**src/rtl/anita3_trig_pkg.sv**
```systemverilog
// Shared definitions for the ANITA-3 trigger scheduler slice.
//   TRIG_*          source indices on trig_i / trig_o (0 = highest priority)
//   QUEUE_MASK_DEF  default set of sources held pending rather than dropped
//   state_t         scheduler FSM states
package anita3_trig_pkg;

  localparam int unsigned TRIG_RF   = 0;
  localparam int unsigned TRIG_PPS1 = 1;
  localparam int unsigned TRIG_PPS2 = 2;
  localparam int unsigned TRIG_SOFT = 3;

  localparam logic [3:0] QUEUE_MASK_DEF = 4'b1110;

  typedef enum logic [1:0] {
    ST_IDLE,
    ST_ISSUE,
    ST_HOLDOFF
  } state_t;

endpackage

```
**src/rtl/anita3_trigger_scheduler_if.sv**
```systemverilog
// Trigger-path bundle between the trigger sources and the scheduler.
//   slave  : scheduler side (takes requests, drives trig_o/source_o/pending_o/busy_o)
//   master : source / buffer-handler side
interface anita3_trigger_scheduler_if #(
  parameter int unsigned NUM_SRC = 4,
  parameter int unsigned HOLD_W  = 16
);
  localparam int unsigned SRC_W = (NUM_SRC > 1) ? $clog2(NUM_SRC) : 1;

  logic [NUM_SRC-1:0] trig_i;
  logic [NUM_SRC-1:0] src_en_i;
  logic [HOLD_W-1:0]  holdoff_i;
  logic               dead_i;
  logic [NUM_SRC-1:0] trig_o;
  logic [SRC_W-1:0]   source_o;
  logic [NUM_SRC-1:0] pending_o;
  logic               busy_o;

  modport slave (
    input  trig_i, src_en_i, holdoff_i, dead_i,
    output trig_o, source_o, pending_o, busy_o
  );

  modport master (
    output trig_i, src_en_i, holdoff_i, dead_i,
    input  trig_o, source_o, pending_o, busy_o
  );
endinterface

```
**src/rtl/anita3_sat_counter.sv**
```systemverilog
// Saturating up-counter with synchronous clear (clear beats increment).
//   clk_i    clock
//   rst_n_i  asynchronous active-low reset
//   inc_i    increment request
//   clr_i    synchronous clear
//   cnt_o    count, sticks at all-ones
module anita3_sat_counter #(
  parameter int unsigned CNT_W = 16
) (
  input  logic             clk_i,
  input  logic             rst_n_i,
  input  logic             inc_i,
  input  logic             clr_i,
  output logic [CNT_W-1:0] cnt_o
);

  always_ff @(posedge clk_i or negedge rst_n_i) begin
    if (!rst_n_i) begin
      cnt_o <= '0;
    end else if (clr_i) begin
      cnt_o <= '0;
    end else if (inc_i && (cnt_o != '1)) begin
      cnt_o <= cnt_o + 1'b1;
    end
  end

endmodule

```
**src/rtl/anita3_trigger_scheduler.sv**
```systemverilog
// Arbitrates RF/PPS1/PPS2/soft trigger requests onto the buffer-handler trig
// input: one trigger per issue slot, programmable holdoff, dead-time gating,
// queueing of low-rate sources and per-source saturating drop counters.
//   clk250_i    250 MHz trigger clock
//   rst_n_i     asynchronous active-low reset
//   tif         trigger path (trig_i, src_en_i, holdoff_i, dead_i in;
//               trig_o, source_o, pending_o, busy_o out)
//   drop_sel_i  drop counter select
//   drop_cnt_o  selected drop counter, registered
//   clr_cnt_i   synchronous clear of all drop counters
module anita3_trigger_scheduler
  import anita3_trig_pkg::*;
#(
  parameter int unsigned        NUM_SRC    = 4,
  parameter int unsigned        HOLD_W     = 16,
  parameter logic [NUM_SRC-1:0] QUEUE_MASK = QUEUE_MASK_DEF,
  parameter int unsigned        CNT_W      = 16
) (
  input  logic                        clk250_i,
  input  logic                        rst_n_i,
  anita3_trigger_scheduler_if.slave   tif,
  input  logic [1:0]                  drop_sel_i,
  output logic [CNT_W-1:0]            drop_cnt_o,
  input  logic                        clr_cnt_i
);

  localparam int unsigned SRC_W = (NUM_SRC > 1) ? $clog2(NUM_SRC) : 1;

  state_t             state, state_n;
  logic [SRC_W-1:0]   winner, winner_n;
  logic [NUM_SRC-1:0] pending, pending_n;
  logic [NUM_SRC-1:0] req, grant, drop;
  logic [HOLD_W-1:0]  hcnt;
  logic [SRC_W-1:0]   source_q;
  logic               go;
  logic               found;
  logic [CNT_W-1:0]   cnt [NUM_SRC];

  // Request evaluation and lowest-index priority encoder.
  always_comb begin
    req      = (tif.trig_i | pending) & tif.src_en_i;
    winner_n = '0;
    found    = 1'b0;
    for (int unsigned i = 0; i < NUM_SRC; i++) begin
      if (req[i] && !found) begin
        winner_n = i[SRC_W-1:0];
        found    = 1'b1;
      end
    end
    go    = (state == ST_IDLE) && !tif.dead_i && (|req);
    grant = go ? (NUM_SRC'(1) << winner_n) : '0;
  end

  // A granted source leaves the queue. A fresh request is dropped if its
  // source is already pending (no double queue), or if it neither wins this
  // cycle nor is queueable. Disabled sources lose their pending bit silently.
  always_comb begin
    pending_n = tif.src_en_i & ~grant & (pending | (tif.trig_i & QUEUE_MASK));
    drop      = tif.src_en_i & tif.trig_i & (pending | (~grant & ~QUEUE_MASK));
  end

  always_comb begin
    state_n = state;
    case (state)
      ST_IDLE:    if (go) state_n = ST_ISSUE;
      ST_ISSUE:   state_n = (tif.holdoff_i == '0) ? ST_IDLE : ST_HOLDOFF;
      ST_HOLDOFF: if (hcnt == HOLD_W'(1)) state_n = ST_IDLE;
      default:    state_n = ST_IDLE;
    endcase
  end

  always_ff @(posedge clk250_i or negedge rst_n_i) begin
    if (!rst_n_i) begin
      state <= ST_IDLE;
    end else begin
      state <= state_n;
    end
  end

  always_ff @(posedge clk250_i or negedge rst_n_i) begin
    if (!rst_n_i) begin
      winner     <= '0;
      source_q   <= '0;
      hcnt       <= '0;
      pending    <= '0;
      drop_cnt_o <= '0;
    end else begin
      if (go) winner <= winner_n;
      // holdoff_i is sampled only once per issue; later changes are ignored.
      if (state == ST_ISSUE) begin
        source_q <= winner;
        hcnt     <= tif.holdoff_i;
      end else if (state == ST_HOLDOFF) begin
        hcnt <= hcnt - 1'b1;
      end
      pending    <= pending_n;
      drop_cnt_o <= cnt[drop_sel_i];
    end
  end

  for (genvar g = 0; g < NUM_SRC; g++) begin : g_drop
    anita3_sat_counter #(.CNT_W(CNT_W)) u_cnt (
      .clk_i   (clk250_i),
      .rst_n_i (rst_n_i),
      .inc_i   (drop[g]),
      .clr_i   (clr_cnt_i),
      .cnt_o   (cnt[g])
    );
  end

  assign tif.trig_o    = (state == ST_ISSUE) ? (NUM_SRC'(1) << winner) : '0;
  assign tif.source_o  = source_q;
  assign tif.pending_o = pending;
  assign tif.busy_o    = (state != ST_IDLE);

endmodule

```
**src/flat_wrapper.sv**
```systemverilog
// flat-port wrapper written by rule: the top's interface ports become plain ports
module anita3_trigger_scheduler_flat import anita3_trig_pkg::*;
#(
  parameter int unsigned        NUM_SRC    = 4,
  parameter int unsigned        HOLD_W     = 16,
  parameter logic [NUM_SRC-1:0] QUEUE_MASK = QUEUE_MASK_DEF,
  parameter int unsigned        CNT_W      = 16
)
  (clk250_i, rst_n_i, drop_sel_i, drop_cnt_o, clr_cnt_i, tif_trig_i, tif_src_en_i, tif_holdoff_i, tif_dead_i, tif_trig_o, tif_source_o, tif_pending_o, tif_busy_o);
  anita3_trigger_scheduler_if #(.NUM_SRC(NUM_SRC), .HOLD_W(HOLD_W)) tif_i ();
  input  logic clk250_i;
  input  logic rst_n_i;
  input  logic [1:0] drop_sel_i;
  output logic [CNT_W-1:0] drop_cnt_o;
  input  logic clr_cnt_i;
  input wire logic [$bits(tif_i.trig_i)-1:0] tif_trig_i;
  input wire logic [$bits(tif_i.src_en_i)-1:0] tif_src_en_i;
  input wire logic [$bits(tif_i.holdoff_i)-1:0] tif_holdoff_i;
  input wire logic [$bits(tif_i.dead_i)-1:0] tif_dead_i;
  output wire logic [$bits(tif_i.trig_o)-1:0] tif_trig_o;
  output wire logic [$bits(tif_i.source_o)-1:0] tif_source_o;
  output wire logic [$bits(tif_i.pending_o)-1:0] tif_pending_o;
  output wire logic [$bits(tif_i.busy_o)-1:0] tif_busy_o;
  assign tif_i.trig_i = tif_trig_i;
  assign tif_i.src_en_i = tif_src_en_i;
  assign tif_i.holdoff_i = tif_holdoff_i;
  assign tif_i.dead_i = tif_dead_i;
  assign tif_trig_o = tif_i.trig_o;
  assign tif_source_o = tif_i.source_o;
  assign tif_pending_o = tif_i.pending_o;
  assign tif_busy_o = tif_i.busy_o;
  anita3_trigger_scheduler #(.NUM_SRC(NUM_SRC), .HOLD_W(HOLD_W), .QUEUE_MASK(QUEUE_MASK), .CNT_W(CNT_W)) u_core (.clk250_i(clk250_i), .rst_n_i(rst_n_i), .tif(tif_i), .drop_sel_i(drop_sel_i), .drop_cnt_o(drop_cnt_o), .clr_cnt_i(clr_cnt_i));
endmodule
```
**config.mk**
```make
export PLATFORM = sky130hd
export DESIGN_NAME = anita3_trigger_scheduler_flat
export DESIGN_NICKNAME = d
export VERILOG_FILES = /design/src/rtl/anita3_trig_pkg.sv /design/src/rtl/anita3_trigger_scheduler_if.sv /design/src/rtl/anita3_sat_counter.sv /design/src/rtl/anita3_trigger_scheduler.sv /design/src/flat_wrapper.sv
export SDC_FILE = /design/constraint.sdc
export NUM_CORES = 1
export LEC_CHECK = 0
export BUFFER_PORTS_ARGS = -buffer_cell sky130_fd_sc_hd__buf_2
export CAP_MARGIN = 20
export CORE_MARGIN = 1
export CORE_UTILIZATION = 37
export CTS_BUF_LIST = sky130_fd_sc_hd__clkbuf_8
export CTS_CLUSTER_DIAMETER = 30
export DETAILED_ROUTE_END_ITERATION = 8
export MAX_ROUTING_LAYER = met4
export PLACE_DENSITY = 0.54
export SETUP_SLACK_MARGIN = 0.3
export SLEW_MARGIN = 20
export SYNTH_ARGS = -nofsm -noshare
export SYNTH_HDL_FRONTEND = slang
export SYNTH_HIERARCHICAL = 1
export SYNTH_SLANG_ARGS = --single-unit
```
**constraint.sdc**
```tcl
create_clock -name clk250_i -period 5.6 [get_ports clk250_i]
set_clock_uncertainty 0.05 [all_clocks]
set_input_delay 0.84 -clock clk250_i [delete_from_list [all_inputs] [get_ports clk250_i]]
set_output_delay 0.84 -clock clk250_i [all_outputs]
set_load 0.03 [all_outputs]
```
==> impl_metrics.ini <==
[clocking]
clkSlewWorstSetupHoldPaths_ns = 0.10
post-cts-setup-buffer-count = 0
tritoncts = yes
clock_sinks = 106
htree_levels = 3
cts-resized-gates = 0
clock_latency_ns = 0.39
hold_buffers = 0
cts.path.max_buffers = 2
cts_buffers = 9
cts_root_buf = clkbuf_8

[placed_design]
portBuffers = 56
gp_congestion = 0.821
place_ws_ns = 2.39
dpl.hpwl_mm = 10.7

[global_route]
grt_start_max_net_pins = 64
grt_pass1_vias = 4713
grt_pass1_wl_mm = 24.9
grt_usage_pct = 19.7
overflow = 0
antenna_found_initial = 0

[synth]
netlist_instances = 605
synthFlopType = dfrtp_1
synth_nets = 645
syn_avg_cell_area_sq_um = 10.1
seq_area_frac_synth_pct = 43.3
yosys.cell_types.count = 48
syn_area_sq_um = 6130
async_reset_ff_share_pct = 100
synth_seq_cells = 106
ys_warn_count = 6
synth_edf_count = 0

[die]
initial_core_util_pct = 38.2
rows = 46
core-area_sq_um = 16100
die_h_microns = 131
ioPinCount = 57
dieArea_sq_um = 17100
die-width_microns = 131

[sta]
setup_slack_ns = 1.97
drv_slew = 0
max_freq_mhz = 276
finalHoldViolations = 0
fin_crit_sh_pct = 64.8
rsz0062_at_grt = no
worstMarginPinSlew_ns = 0.997
setup-violations-final = 0
timing.slew.headroom_pct = 33.6
period_minus_slack_ns = 3.63
setup_tns_ns = 0

[setup_path]
cpMaxStageDelayCell = ha_1
max_stage_delay_ns = 0.83
critical_path_class = reg -> out
startpoint = u_core/state[1]
critPathCapture = tif_trig_o[2]
reg2reg_depth = 6
arrival_ns = 2.74
critPathMaxFanout = 32
cpMostUsedCell = inv_1
cp-end-kind = primary output
regToRegStartpoint = u_core/state[1]
critPathRequiredTime_ns = 4.71
reg2reg_to = u_core/hcnt[5]
path_buf_inv = 3
start_kind = flip-flop
rrSetupSlack_ns = 3.12
cp_top_family = adder cells
cp_cell_sequence = inv_1, ha_1, inv_1, nor3b_1, buf_2
crit_cells = 5

[power_and_ir_drop]
internal_power_mw = 1.31
leakage_nw = 2.84
peakVddDrop_uv = 199
power_density_nw_per_um2 = 306
clkPwrFrac_pct = 24.0
seqPwrFrac_pct = 45.7
netSwitchingPower_uw = 759
swShare_pct = 36.7
pwr-share-comb_pct = 30.2

[cells_and_area]
layout.nets = 683
drive_gt1_share_pct = 20.7
multiInputGateArea_sq_um = 3250
layout_common_cells = dfrtp_1, a21oi_1, buf_2, nand2_1, o31ai_1
antennaDiodeCount = 0
fillCellCount = 1589
syn2layout_area_growth_pct = 10.2
seqCellArea_sq_um = 2650
final_common_cell = dfrtp_1
utilization_pct = 42.1

[routing]
wl_mm = 15.3
dr.pass1.iters = 4
drtAntennaViolNets = 0
drc = 0
via_per_inst = 5.76
route.vias.total = 4979
drtIter0Drc = 410
wl_per_cell_microns = 17.7

[min_path]
hold_class = in -> async

[status]
status = complete, no violations

[run]
cap_violations = 0
[power groups by stage]
stage                     Sequential (mW)  Clock, mW  Combinational, mW
final                               0.947      0.497              0.626
after global routing                0.961      0.549              0.694
after CTS                           0.945      0.518              0.627
after detailed placement            0.958          0              0.626
after global placement              0.955          0              0.607
after floorplan                     0.958          0              0.466
[cell type report]
class / instances / area share (%)
inverter: 21 / 1.17
clock buffer: 11 / 2.24
multi-input combinational: 447 / 48.1
clock inverter: 5 / 0.797
timing repair buffer: 58 / 4.41
sequential: 106 / 39.3
tap: 216 / 4.00
[per-stage QoR]
step	hold WS [ns]	area, sq um	instances	power [mW]
CTS	0.464	6750	864	2.09
finish	0.450	6750	864	2.07
floorplan	0.438	6130	605	1.42
detailed placement	0.439	6550	848	1.58
global placement	0.442	6550	848	1.56
global route	0.494	6750	864	2.20
[sequential cells by signal, summed over array words and instances (netlist names)]
register                   count
u_core/winner                  2
u_core/g_drop.u_cnt/cnt_o     64
u_core/tif.pending_o           4
u_core/tif.source_o            2
u_core/hcnt                   16
u_core/state                   2
u_core/drop_cnt_o             16
[synthesized netlist by cell type (all sizes together), types with 14 or more instances]
cell,instances,area [sq um]
nor4,25,216
mux4,16,360
mux2,18,203
or4,29,231
nand2,43,161
a21oi,60,304
clkbuf,24,90.1
dfrtp,106,2650
o21ai,34,170
nor2b,16,100
inv,21,78.8
nor2,30,115
o31ai,30,225
nand4,28,200
and3,14,87.6
[logic make-up after synthesis]
logic type | count (synthesis) | synth area share (%)
simple gates | 242 | 24.7
compound gates | 155 | 16.1
flops | 106 | 43.3
buf+inv | 52 | 3.73
mux | 40 | 10.2
fa+ha+maj | 10 | 2.04
[worst min path at each step]
stage                     depth (start not counted)                   start                          endpoint
after floorplan                                   1         u_core/state[0]                   u_core/state[0]
after global placement                            1  u_core/tif.source_o[1]            u_core/tif.source_o[1]
after detailed placement                          1  u_core/tif.source_o[1]            u_core/tif.source_o[1]
after CTS                                         1  u_core/tif.source_o[1]            u_core/tif.source_o[1]
after global routing                              1                 rst_n_i  u_core/g_drop[0].u_cnt/cnt_o[11]
final                                             1                 rst_n_i  u_core/g_drop[0].u_cnt/cnt_o[11]
[layer usage]
layer / track usage (%) / wire [microns] / up-vias
li1: - / - / 2411
met2: 30.1 / 7150 / 90
met1: 26.4 / 7290 / 2461
met5: - / 0 / -
met3: 3.34 / 515 / 17
met4: 6.96 / 293 / 0
Note: power is estimated with default switching activity, not from simulation.
